<file path="src/rtl/dmem_arbiter.sv">
// Two-port arbiter/sequencer in front of the single-ported data memory, with bounded lock bursts.
// Optional build macro DMEM_ARB_RR_EN: round-robin contention (default is fixed priority to port A).
module dmem_arbiter #(
  parameter int DEPTH    = 1024,
  parameter int MAX_HOLD = 8
) (
  input  logic        clk,
  input  logic        rst_n,
  input  logic        a_req,
  input  logic        a_we,
  input  logic        a_lock,
  input  logic [31:0] a_addr,
  input  logic [31:0] a_wdata,
  output logic        a_gnt,
  output logic        a_rvalid,
  output logic [31:0] a_rdata,
  output logic        a_err,
  input  logic        b_req,
  input  logic        b_we,
  input  logic        b_lock,
  input  logic [31:0] b_addr,
  input  logic [31:0] b_wdata,
  output logic        b_gnt,
  output logic        b_rvalid,
  output logic [31:0] b_rdata,
  output logic        b_err,
  output logic [31:0] mem_addr,
  output logic [31:0] mem_dataW,
  output logic        mem_enaR,
  output logic        mem_enaW,
  input  logic [31:0] mem_data_out
);

  localparam int HW = $clog2(MAX_HOLD + 1);
  localparam logic [HW-1:0] HOLD_MAX = HW'(MAX_HOLD);

  localparam logic [1:0] IDLE  = 2'd0;
  localparam logic [1:0] OWN_A = 2'd1;
  localparam logic [1:0] OWN_B = 2'd2;

  localparam logic PORT_A = 1'b0;
  localparam logic PORT_B = 1'b1;

  logic [1:0]    state_reg, state_next;
  logic          last_reg, last_next;
  logic [HW-1:0] hold_reg, hold_next;

  logic [1:0]  gnt;
  logic [1:0]  we_vec;
  logic [1:0]  in_rng;
  logic [31:0] addr_arr [2];

  logic        rvalid_reg [2];
  logic [31:0] rdata_reg  [2];
  logic        err_reg    [2];

  logic hold_a, hold_b;
  logic a_keeps, b_keeps, a_wins;

  assign addr_arr[0] = a_addr;
  assign addr_arr[1] = b_addr;
  assign we_vec      = {b_we, a_we};

  // Current owner still asking to keep the port.
  assign hold_a = (state_reg == OWN_A) && a_req && a_lock;
  assign hold_b = (state_reg == OWN_B) && b_req && b_lock;

  // A lock on B always yields to a waiting A once the hold budget is spent.
  assign b_keeps = !(a_req && (hold_reg == HOLD_MAX));

`ifdef DMEM_ARB_RR_EN
  assign a_wins  = (last_reg == PORT_B);
  assign a_keeps = !(b_req && (hold_reg == HOLD_MAX));
`else
  assign a_wins  = 1'b1;
  assign a_keeps = 1'b1;
`endif

  always_comb begin
    gnt = 2'b00;
    if (rst_n) begin
      if (hold_a) begin
        gnt[0] = a_keeps;
        gnt[1] = !a_keeps;
      end else if (hold_b) begin
        gnt[1] = b_keeps;
        gnt[0] = !b_keeps;
      end else if (a_req && b_req) begin
        gnt[0] = a_wins;
        gnt[1] = !a_wins;
      end else begin
        gnt[0] = a_req;
        gnt[1] = b_req;
      end
    end
  end

  always_comb begin
    state_next = state_reg;
    last_next  = last_reg;
    hold_next  = hold_reg;
    if (gnt[0]) begin
      state_next = a_lock ? OWN_A : IDLE;
      last_next  = PORT_A;
      if (last_reg != PORT_A)
        hold_next = '0;
      else if ((state_reg == OWN_A) && b_req && (hold_reg != HOLD_MAX))
        hold_next = hold_reg + 1'b1;
    end else if (gnt[1]) begin
      state_next = b_lock ? OWN_B : IDLE;
      last_next  = PORT_B;
      if (last_reg != PORT_B)
        hold_next = '0;
      else if ((state_reg == OWN_B) && a_req && (hold_reg != HOLD_MAX))
        hold_next = hold_reg + 1'b1;
    end
    if (state_next == IDLE)
      hold_next = '0;
  end

  always_ff @(posedge clk) begin
    if (!rst_n) begin
      state_reg <= IDLE;
      last_reg  <= PORT_B;
      hold_reg  <= '0;
    end else begin
      state_reg <= state_next;
      last_reg  <= last_next;
      hold_reg  <= hold_next;
    end
  end

  // Per-port response path: range check and one-cycle read return.
  for (genvar gi = 0; gi < 2; gi++) begin : g_port
    assign in_rng[gi] = addr_arr[gi] < 32'(DEPTH);

    always_ff @(posedge clk) begin
      if (!rst_n) begin
        rvalid_reg[gi] <= 1'b0;
        rdata_reg[gi]  <= '0;
        err_reg[gi]    <= 1'b0;
      end else begin
        rvalid_reg[gi] <= gnt[gi] && !we_vec[gi];
        rdata_reg[gi]  <= (gnt[gi] && !we_vec[gi] && in_rng[gi]) ? mem_data_out : '0;
        err_reg[gi]    <= gnt[gi] && !in_rng[gi];
      end
    end
  end

  assign mem_addr  = gnt[0] ? a_addr  : (gnt[1] ? b_addr  : '0);
  assign mem_dataW = gnt[0] ? a_wdata : (gnt[1] ? b_wdata : '0);
  assign mem_enaW  = (gnt[0] && a_we && in_rng[0]) || (gnt[1] && b_we && in_rng[1]);
  assign mem_enaR  = (gnt[0] && !a_we && in_rng[0]) || (gnt[1] && !b_we && in_rng[1]);

  assign a_gnt = gnt[0];
  assign b_gnt = gnt[1];

  // Responses are forced quiet while reset is held, dropping any in-flight read.
  assign a_rvalid = rvalid_reg[0] && rst_n;
  assign a_rdata  = rst_n ? rdata_reg[0] : '0;
  assign a_err    = err_reg[0] && rst_n;
  assign b_rvalid = rvalid_reg[1] && rst_n;
  assign b_rdata  = rst_n ? rdata_reg[1] : '0;
  assign b_err    = err_reg[1] && rst_n;

endmodule

</file>
<file path="config.mk">
export PLATFORM = sky130hd
export DESIGN_NAME = dmem_arbiter
export DESIGN_NICKNAME = d
export VERILOG_FILES = /design/src/rtl/dmem_arbiter.sv
export SDC_FILE = /design/constraint.sdc
export NUM_CORES = 1
export LEC_CHECK = 0
export BUFFER_PORTS_ARGS = -buffer_cell sky130_fd_sc_hd__buf_2
export CORE_AREA = 2 2 119 121
export CTS_CLUSTER_SIZE = 20
export DETAILED_ROUTE_END_ITERATION = 8
export DIE_AREA = 0 0 121 123
export PLACE_DENSITY = 0.57
export SLEW_MARGIN = 30
export SYNTH_ARGS = -nofsm -noshare
export SYNTH_HDL_FRONTEND = slang
export SYNTH_SLANG_ARGS = --single-unit
</file>
<file path="constraint.sdc">
create_clock -name clk -period 2.9 [get_ports clk]
set_input_delay 0.725 -clock clk [delete_from_list [all_inputs] [get_ports clk]]
set_output_delay 0.725 -clock clk [all_outputs]
set_load 0.02 [all_outputs]
</file>
==> impl_metrics.prom, run 1 <==
# TYPE chip_impl_metric gauge
chip_impl_info{name="timing_worst_setup_path_type",value="input port to primary output"} 1
chip_impl_metric{name="power.static_leakage",unit="nW"} 3.11
chip_impl_metric{name="adder_cell_area_share_of_the_yosys_netlist",unit="%"} 0.704
chip_impl_metric{name="post_synth_mux_area_share",unit="%"} 0.282
chip_impl_metric{name="placed_area",unit="sq um"} 5310
chip_impl_metric{name="cts_sinks",unit=""} 75
chip_impl_metric{name="ys_warn_count",unit=""} 0
chip_impl_metric{name="synth_simple_gate_area_share",unit="%"} 32.1
chip_impl_info{name="largest_area_contributor_in_the_netlist",value="sky130_fd_sc_hd__dfxtp_1"} 1
chip_impl_metric{name="placement.io_buffers",unit=""} 303
chip_impl_info{name="synth_top_family_by_area",value="simple AND/OR/NAND/NOR gates"} 1
chip_impl_metric{name="p_comb_share",unit="%"} 16.9
chip_impl_metric{name="finalHoldWorstSlack",unit="ps"} 475
chip_impl_metric{name="grt_pass1_vias",unit=""} 3667
chip_impl_metric{name="drive_gt1_share",unit="%"} 51.2
chip_impl_metric{name="seq_power_share",unit="%"} 39.0
chip_impl_info{name="hp_class",value="flop to flop"} 1
chip_impl_metric{name="timing.critical_path.required",unit="ps"} 2170
chip_impl_metric{name="cts.path.max_buffers",unit=""} 2
chip_impl_metric{name="power_frac_clock",unit="%"} 44.0
chip_impl_metric{name="row_count",unit=""} 43
chip_impl_metric{name="ys_seq_area_share",unit="%"} 42.3
chip_impl_metric{name="p_int",unit="mW"} 1.99
chip_impl_metric{name="vias",unit=""} 4033
chip_impl_metric{name="post_synth_inst_count",unit=""} 378
chip_impl_metric{name="htree_levels",unit=""} 3
chip_impl_metric{name="synth_compound_area_share",unit="%"} 19.5
chip_impl_metric{name="min_delay_path_depth",unit=""} 2
chip_impl_metric{name="holdBufCountCts",unit=""} 0
chip_impl_metric{name="clock_insertion_delay_worst_skew",unit="ps"} 330
chip_impl_info{name="worst_setup_path_start_kind",value="input port"} 1
chip_impl_metric{name="dr.pass1.iters",unit=""} 4
chip_impl_metric{name="relSlewSlack",unit="%"} 69.7
chip_impl_metric{name="chipWidth",unit="um"} 121
chip_impl_metric{name="drt_wl_total",unit="mm"} 14.1
chip_impl_metric{name="grt_max_degree",unit=""} 45
chip_impl_metric{name="power.ir.vdd_worst",unit="uV"} 215
chip_impl_metric{name="fin_setup_tns",unit="ps"} 0
chip_impl_metric{name="number_of_fillers_in_the_final_layout",unit=""} 1368
chip_impl_info{name="run_status",value="completed"} 1
chip_impl_info{name="layout.cells.most_common",value="sky130_fd_sc_hd__buf_2"} 1
chip_impl_metric{name="post-synth-top-area-fraction",unit="%"} 42.3
chip_impl_metric{name="worst-slew-pin-transition",unit="ps"} 451
chip_impl_metric{name="postLayoutCellArea",unit="sq um"} 5820
chip_impl_metric{name="drt_drc_violations_left",unit=""} 0
chip_impl_info{name="top_usage_layer",value="met2"} 1
chip_impl_info{name="cts_tree",value="yes"} 1
chip_impl_metric{name="viasPerCell",unit=""} 4.61
chip_impl_metric{name="final_hold_viol_count",unit=""} 0
chip_impl_metric{name="cp_max_fo",unit=""} 3
chip_impl_metric{name="nets",unit=""} 856
chip_impl_metric{name="initialDrtViolationCount",unit=""} 165
chip_impl_metric{name="final.period_utilization",unit="%"} 99.1
chip_impl_metric{name="placedCellCount",unit=""} 847
chip_impl_metric{name="effective_utilization_at_floorplan",unit="%"} 26.1
chip_impl_metric{name="grt.met3_usage",unit="%"} 6.04
chip_impl_metric{name="finalSetupViolCount",unit=""} 0
chip_impl_metric{name="cap_violations",unit=""} 0
chip_impl_metric{name="wl_per_cell",unit="um"} 16.2
chip_impl_info{name="crit_path_end_kind",value="primary output"} 1
chip_impl_metric{name="gp_congestion",unit=""} 0.874
chip_impl_metric{name="grt_first_pass_wirelength",unit="mm"} 19.6
chip_impl_metric{name="grt_antenna_before_repair",unit=""} 6
chip_impl_metric{name="cts-buffers-inserted",unit=""} 9
chip_impl_metric{name="track_usage",unit="%"} 17.7
chip_impl_metric{name="synthXorXnorAreaFrac",unit="%"} 0.493
chip_impl_metric{name="p_sw_share",unit="%"} 25.1
chip_impl_metric{name="final-instance-count-excl-fill",unit=""} 874
chip_impl_metric{name="area_growth",unit="%"} 63.8
chip_impl_info{name="cts-root-buf",value="sky130_fd_sc_hd__clkbuf_16"} 1
chip_impl_metric{name="p_sw",unit="mW"} 0.670
chip_impl_metric{name="total_power_consumption_of_the_routed_design",unit="mW"} 2.66
chip_impl_info{name="grt_setup_unrepaired",value="yes"} 1
chip_impl_info{name="ys.flop_type",value="sky130_fd_sc_hd__dfxtp_1"} 1
chip_impl_metric{name="cts.clk_slew.worst_paths",unit="ps"} 60
chip_impl_metric{name="groute.layer.met2.usage",unit="%"} 30.1
chip_impl_metric{name="area_occupied_by_registers",unit="sq um"} 1500
chip_impl_metric{name="ys_ff_latch",unit=""} 75
chip_impl_metric{name="syn_area_per_cell",unit="sq um"} 9.40
chip_impl_metric{name="pin_count",unit=""} 304
chip_impl_info{name="layout.cells.most_common_list",value="289 x sky130_fd_sc_hd__buf_2, 133 x sky130_fd_sc_hd__and2_1, 73 x sky130_fd_sc_hd__dfxtp_1"} 1
chip_impl_metric{name="detailedPlacementHpwl",unit="mm"} 11.4
chip_impl_metric{name="remaining_antenna_violation_count_after_routing",unit=""} 0
chip_impl_metric{name="multi_input_comb_area",unit="sq um"} 1930
chip_impl_metric{name="final_min_period",unit="ps"} 2870
chip_impl_metric{name="finalMaxSlewViolations",unit=""} 0
chip_impl_metric{name="post_synth_edffs",unit=""} 0
chip_impl_metric{name="die_h",unit="um"} 123
chip_impl_metric{name="largest_register_ff_count",unit=""} 64
chip_impl_metric{name="worst-r2r-cell-count",unit=""} 10
chip_impl_metric{name="fmaxAchievable",unit="MHz"} 348
chip_impl_metric{name="timing.critical_path.arrival",unit="ps"} 2150
chip_impl_metric{name="met1_usage",unit="%"} 20.2
chip_impl_metric{name="synth.cell_area",unit="sq um"} 3550
chip_impl_metric{name="grt_remaining_overflow",unit=""} 0
chip_impl_metric{name="synth_net_count",unit=""} 548
chip_impl_metric{name="fp.coreArea",unit="sq um"} 13600
chip_impl_metric{name="worst_clock_skew",unit="ps"} 5.88
chip_impl_metric{name="yosysUniqueCellTypes",unit=""} 43
chip_impl_info{name="ranking_of_synthesized_cells_by_area",value="sky130_fd_sc_hd__dfxtp_1 42%, sky130_fd_sc_hd__and2_1 23%, sky130_fd_sc_hd__a22o_1 16%"} 1
chip_impl_metric{name="synth_async_sr_flop_share",unit="%"} 0
chip_impl_metric{name="pwr_density_cell",unit="nW/um^2"} 458
chip_impl_metric{name="area_of_the_die",unit="sq um"} 14900
## area by class of cell
type,count,share of cell area [%]
sequential,75,25.8
clock buffer,10,3.93
tap,180,3.87
multi-input combinational,268,33.1
inverter,5,0.323
antenna,3,0.129
clock inverter,6,1.53
timing repair buffer,327,31.3
## cell usage after synthesis, types with 2 or more instances
| library cell | number |
|---|---|
| sky130_fd_sc_hd__and3b_1 | 2 |
| sky130_fd_sc_hd__a21oi_1 | 5 |
| sky130_fd_sc_hd__a22o_1 | 64 |
| sky130_fd_sc_hd__nor4_1 | 9 |
| sky130_fd_sc_hd__o2111ai_1 | 3 |
| sky130_fd_sc_hd__buf_6 | 3 |
| sky130_fd_sc_hd__o21ai_0 | 2 |
| sky130_fd_sc_hd__o211ai_1 | 2 |
| sky130_fd_sc_hd__clkbuf_1 | 16 |
| sky130_fd_sc_hd__nor2b_1 | 4 |
| sky130_fd_sc_hd__dfxtp_1 | 75 |
| sky130_fd_sc_hd__buf_2 | 10 |
| sky130_fd_sc_hd__and2_1 | 133 |
| sky130_fd_sc_hd__nand3_1 | 4 |
| sky130_fd_sc_hd__nor2_1 | 4 |
| sky130_fd_sc_hd__nor3b_1 | 2 |
| sky130_fd_sc_hd__nand4_1 | 2 |
| sky130_fd_sc_hd__inv_1 | 4 |
| sky130_fd_sc_hd__nand2_1 | 8 |
| sky130_fd_sc_hd__a31oi_1 | 2 |
| sky130_fd_sc_hd__ha_1 | 2 |
## stage by stage
step / utilization, % / worst slack, ps
after floorplan: - / 190
after global placement: 39.0 / -46.4
after detailed placement: 39.0 / -54.6
after CTS: 41.8 / 3.86
after global routing: 42.7 / -51.4
final: 42.8 / 26.9
## power by group through the flow
stage	Sequential, mW	Clock (mW)	Combinational (mW)
CTS	1.04	1.21	0.440
global placement	1.06	0	0.424
finish	1.04	1.17	0.452
floorplan	1.06	0	0.195
detailed placement	1.06	0	0.430
global route	1.04	1.26	0.480
## per-layer routing
| metal | vias to the layer above | part of all wire (%) | wire (um) |
|---|---|---|---|
| met5 | - | 0.29 | 41 |
| met4 | 6 | 3.4 | 480 |
| met3 | 31 | 9.1 | 1290 |
| met2 | 213 | 48 | 6740 |
| met1 | 1838 | 39 | 5570 |
| li1 | 1945 | - | - |
## logic make-up after synthesis
kind of cell	after synthesis
DFF	75
buffers and inverters	35
muxes	1
xor gates and xnor gates	2
adders and majority gates	2
and+or+nand+nor	180
AOI/OAI and AO/OA	83
## worst paths after layout
path / startpoint / endpoint / slack [ps]
hold / removal: hold_reg[1]$_SDFFE_PP0P_ / hold_reg[1]$_SDFFE_PP0P_ / 470
setup / recovery: b_addr[22] / mem_enaR / 30
hold reg to reg: hold_reg[1]$_SDFFE_PP0P_ / hold_reg[1]$_SDFFE_PP0P_ / 470
setup reg to reg: hold_reg[0]$_SDFFE_PP0P_ / rdata_reg[1][24]$_SDFF_PN0_ / 800
## critical path: stages
cell and delay (ps):
sky130_fd_sc_hd__buf_6 90, sky130_fd_sc_hd__or4_4 550, sky130_fd_sc_hd__nor4_4 300, sky130_fd_sc_hd__and3b_4 240, sky130_fd_sc_hd__or2_1 110, sky130_fd_sc_hd__buf_6 120
## timing repair
| item | in CTS | in global routing |
|---|---|---|
| resized for setup | 3 | 26 |
| endpoints found under the setup margin | 2 | 66 |
| pin swaps | 2 | 7 |
| cloned | 1 | 1 |
| buffers inserted | 0 | 6 |
Power figures use the tool's default switching activity.
==> inputs of run 2 (changes only) <==
--- a/config.mk
+++ b/config.mk
@@ -11,6 +11,7 @@
 export DETAILED_ROUTE_END_ITERATION = 8
 export DIE_AREA = 0 0 121 123
 export PLACE_DENSITY = 0.57
+export SETUP_SLACK_MARGIN = 0.5
 export SLEW_MARGIN = 30
 export SYNTH_ARGS = -nofsm -noshare
 export SYNTH_HDL_FRONTEND = slang
==> run 2 against run 1 <==
Effect of this change:
- sequential share of layout area is 4.8 points lower
- final cell count is 1.7% higher
- fmax is 2.9% higher
- global-route usage is 1.1 points higher
- non-clock buffer count is 18 higher
- combinational power is 50% higher
- routed wire length is 5.3% higher
- first-iteration DRC count is 22% lower
- register-to-register slack better by 150 ps
- hold slack better by 72 ps
- clock power is 11% lower
- critical endpoint unchanged
==> impl_metrics.prom, run 2 (synthesis gave the netlist of run 1 again) <==
# TYPE chip_impl_metric gauge
chip_impl_info{name="run_status",value="completed"} 1
chip_impl_metric{name="final.period_utilization",unit="%"} 96.3
chip_impl_metric{name="power_frac_clock",unit="%"} 37.7
chip_impl_metric{name="power.ir.vdd_worst",unit="uV"} 181
chip_impl_metric{name="p_sw_share",unit="%"} 25.0
chip_impl_metric{name="power.static_leakage",unit="nW"} 3.67
chip_impl_metric{name="cts.path.max_buffers",unit=""} 2
chip_impl_metric{name="fin_ws",unit="ps"} 107
chip_impl_metric{name="area_growth",unit="%"} 101
chip_impl_metric{name="p_comb_share",unit="%"} 24.5
chip_impl_metric{name="worst-slew-pin-transition",unit="ps"} 410
chip_impl_metric{name="final_min_period",unit="ps"} 2790
chip_impl_metric{name="timing.critical_path.required",unit="ps"} 2170
chip_impl_metric{name="cap_violations",unit=""} 0
chip_impl_metric{name="multi_input_comb_area",unit="sq um"} 2500
chip_impl_metric{name="final_hold_viol_count",unit=""} 0
chip_impl_metric{name="clock_insertion_delay_worst_skew",unit="ps"} 330
chip_impl_metric{name="drt_drc_violations_left",unit=""} 0
chip_impl_info{name="worst_setup_path_start_kind",value="input port"} 1
chip_impl_metric{name="worst_clock_skew",unit="ps"} 7.18
chip_impl_metric{name="r2r_slack",unit="ps"} 950
chip_impl_info{name="layout.cells.most_common_list",value="226 x sky130_fd_sc_hd__buf_2, 133 x sky130_fd_sc_hd__and2_1, 77 x sky130_fd_sc_hd__buf_6"} 1
chip_impl_info{name="crit_path_end_kind",value="primary output"} 1
chip_impl_info{name="grt_setup_unrepaired",value="yes"} 1
chip_impl_metric{name="cts-buffers-inserted",unit=""} 9
chip_impl_metric{name="grt_max_degree",unit=""} 70
chip_impl_metric{name="initialDrtViolationCount",unit=""} 128
chip_impl_metric{name="dp_worst_setup_slack",unit="ps"} 14.6
chip_impl_metric{name="area_of_the_die",unit="sq um"} 14900
chip_impl_metric{name="row_count",unit=""} 43
chip_impl_metric{name="finalSetupViolCount",unit=""} 0
chip_impl_metric{name="timing.critical_path.arrival",unit="ps"} 2070
chip_impl_metric{name="fp.coreArea",unit="sq um"} 13600
chip_impl_metric{name="fin_setup_tns",unit="ps"} 0
chip_impl_metric{name="p_int",unit="mW"} 2.07
chip_impl_metric{name="pwr_density_cell",unit="nW/um^2"} 385
chip_impl_metric{name="grt_pass1_vias",unit=""} 4099
chip_impl_metric{name="seq_power_share",unit="%"} 37.7
chip_impl_metric{name="finalMaxSlewViolations",unit=""} 0
chip_impl_metric{name="viasPerCell",unit=""} 4.64
chip_impl_info{name="cell_at_the_slowest_stage_of_the_critical_path",value="sky130_fd_sc_hd__or4_4"} 1
chip_impl_info{name="path_cells",value="buf_6 > or4_4 > nor4_4 > and3b_4 > or2_4 > buf_6"} 1
chip_impl_metric{name="effective_utilization_at_floorplan",unit="%"} 26.1
chip_impl_metric{name="cts_sinks",unit=""} 75
chip_impl_metric{name="die_h",unit="um"} 123
chip_impl_metric{name="chipWidth",unit="um"} 121
chip_impl_metric{name="grt_remaining_overflow",unit=""} 0
chip_impl_info{name="cts_tree",value="yes"} 1
chip_impl_info{name="timing_worst_setup_path_type",value="input port to primary output"} 1
chip_impl_metric{name="relSlewSlack",unit="%"} 72.4
chip_impl_info{name="hp_class",value="flop to flop"} 1
chip_impl_metric{name="drive_gt1_share",unit="%"} 62.0
chip_impl_metric{name="pin_count",unit=""} 304
chip_impl_metric{name="grt_first_pass_wirelength",unit="mm"} 21.3
chip_impl_metric{name="vias",unit=""} 4122
chip_impl_metric{name="remaining_antenna_violation_count_after_routing",unit=""} 0
chip_impl_metric{name="largest_register_ff_count",unit=""} 64
chip_impl_metric{name="drt_wl_total",unit="mm"} 14.9
chip_impl_metric{name="track_usage",unit="%"} 18.8
chip_impl_metric{name="dr.pass1.iters",unit=""} 4
chip_impl_metric{name="gp_congestion",unit=""} 0.898
chip_impl_metric{name="cts.clk_slew.worst_paths",unit="ps"} 50
chip_impl_metric{name="number_of_fillers_in_the_final_layout",unit=""} 1223
chip_impl_metric{name="area_occupied_by_registers",unit="sq um"} 1500
chip_impl_metric{name="nets",unit=""} 874
chip_impl_metric{name="fmaxAchievable",unit="MHz"} 358
chip_impl_metric{name="detailedPlacementHpwl",unit="mm"} 11.4
chip_impl_metric{name="wl_per_cell",unit="um"} 16.7
chip_impl_info{name="crit_path_frequent_cell",value="sky130_fd_sc_hd__buf_6"} 1
chip_impl_info{name="cts-root-buf",value="sky130_fd_sc_hd__clkbuf_16"} 1
chip_impl_metric{name="cp_max_fo",unit=""} 2
chip_impl_metric{name="cp_slowest_stage_delay",unit="ps"} 540
chip_impl_metric{name="htree_levels",unit=""} 3
chip_impl_metric{name="p_sw",unit="mW"} 0.689
chip_impl_metric{name="grt_antenna_before_repair",unit=""} 2
chip_impl_info{name="layout.cells.most_common",value="sky130_fd_sc_hd__buf_2"} 1
chip_impl_metric{name="placement.io_buffers",unit=""} 303
==> run 2: final cells by class <==
| class | count | area share [%] |
|---|---|---|
| well taps | 180 | 3.15 |
| flip-flops and latches | 75 | 21.0 |
| inverters | 5 | 0.333 |
| diodes | 2 | 0.0700 |
| clock inverters | 2 | 0.543 |
| clock buffers | 12 | 3.31 |
| multi-input cells | 268 | 35.0 |
| repair buffers | 345 | 36.5 |
==> run 2: per-layer routing <==
metal,global-route usage (%),share of wire [%]
met5,0,0
met4,8.43,2.8
met3,6.41,8.5
met2,33.4,51
met1,20.2,38
==> run 2: worst paths after layout <==
path	start	to	depth (start not counted)
min reg2reg	hold_reg[2]$_SDFFE_PP0P_	hold_reg[2]$_SDFFE_PP0P_	2
max reg2reg	hold_reg[0]$_SDFFE_PP0P_	rdata_reg[1][14]$_SDFF_PN0_	10
max	b_addr[22]	mem_enaR	6
min	hold_reg[2]$_SDFFE_PP0P_	hold_reg[2]$_SDFFE_PP0P_	2
==> run 2: repair_timing <==
action / CTS / global route
setup endpoints to repair: 136 / 130
buffers inserted: 13 / 2
gates cloned: 5 / 2
pin swaps: 14 / 25
hold endpoints to repair: 0 / 0
hold buffers: 0 / 0
gates resized for setup: 144 / 42
==> run 2: power by group through the flow <==
stage                     combinational (mW)  clock (mW)  sequential [mW]
after global routing                   0.709        1.13             1.04
after detailed placement               0.520           0             1.06
after CTS                              0.646        1.07             1.04
final                                  0.676        1.04             1.04
after floorplan                        0.279           0             1.06
after global placement                 0.514           0             1.06
==> run 2: critical path: cells and delay by family <==
kind	cells	cell delay [ps]
buf+inv	2	210
simple gates	4	1130
==> run 2: stage by stage <==
stage / instance area [sq um] / util (%) / hold WS [ps] / instances / total power, mW
2_1_floorplan: 4190 / - / 462 / 378 / 1.34
3_3_place_gp: 5920 / 43.5 / 476 / 851 / 1.58
3_5_place_dp: 5920 / 43.5 / 488 / 851 / 1.58
4_1_cts: 6950 / 51.0 / 550 / 883 / 2.76
5_1_grt: 7140 / 52.5 / 583 / 888 / 2.88
6_report: 7150 / 52.5 / 547 / 889 / 2.75
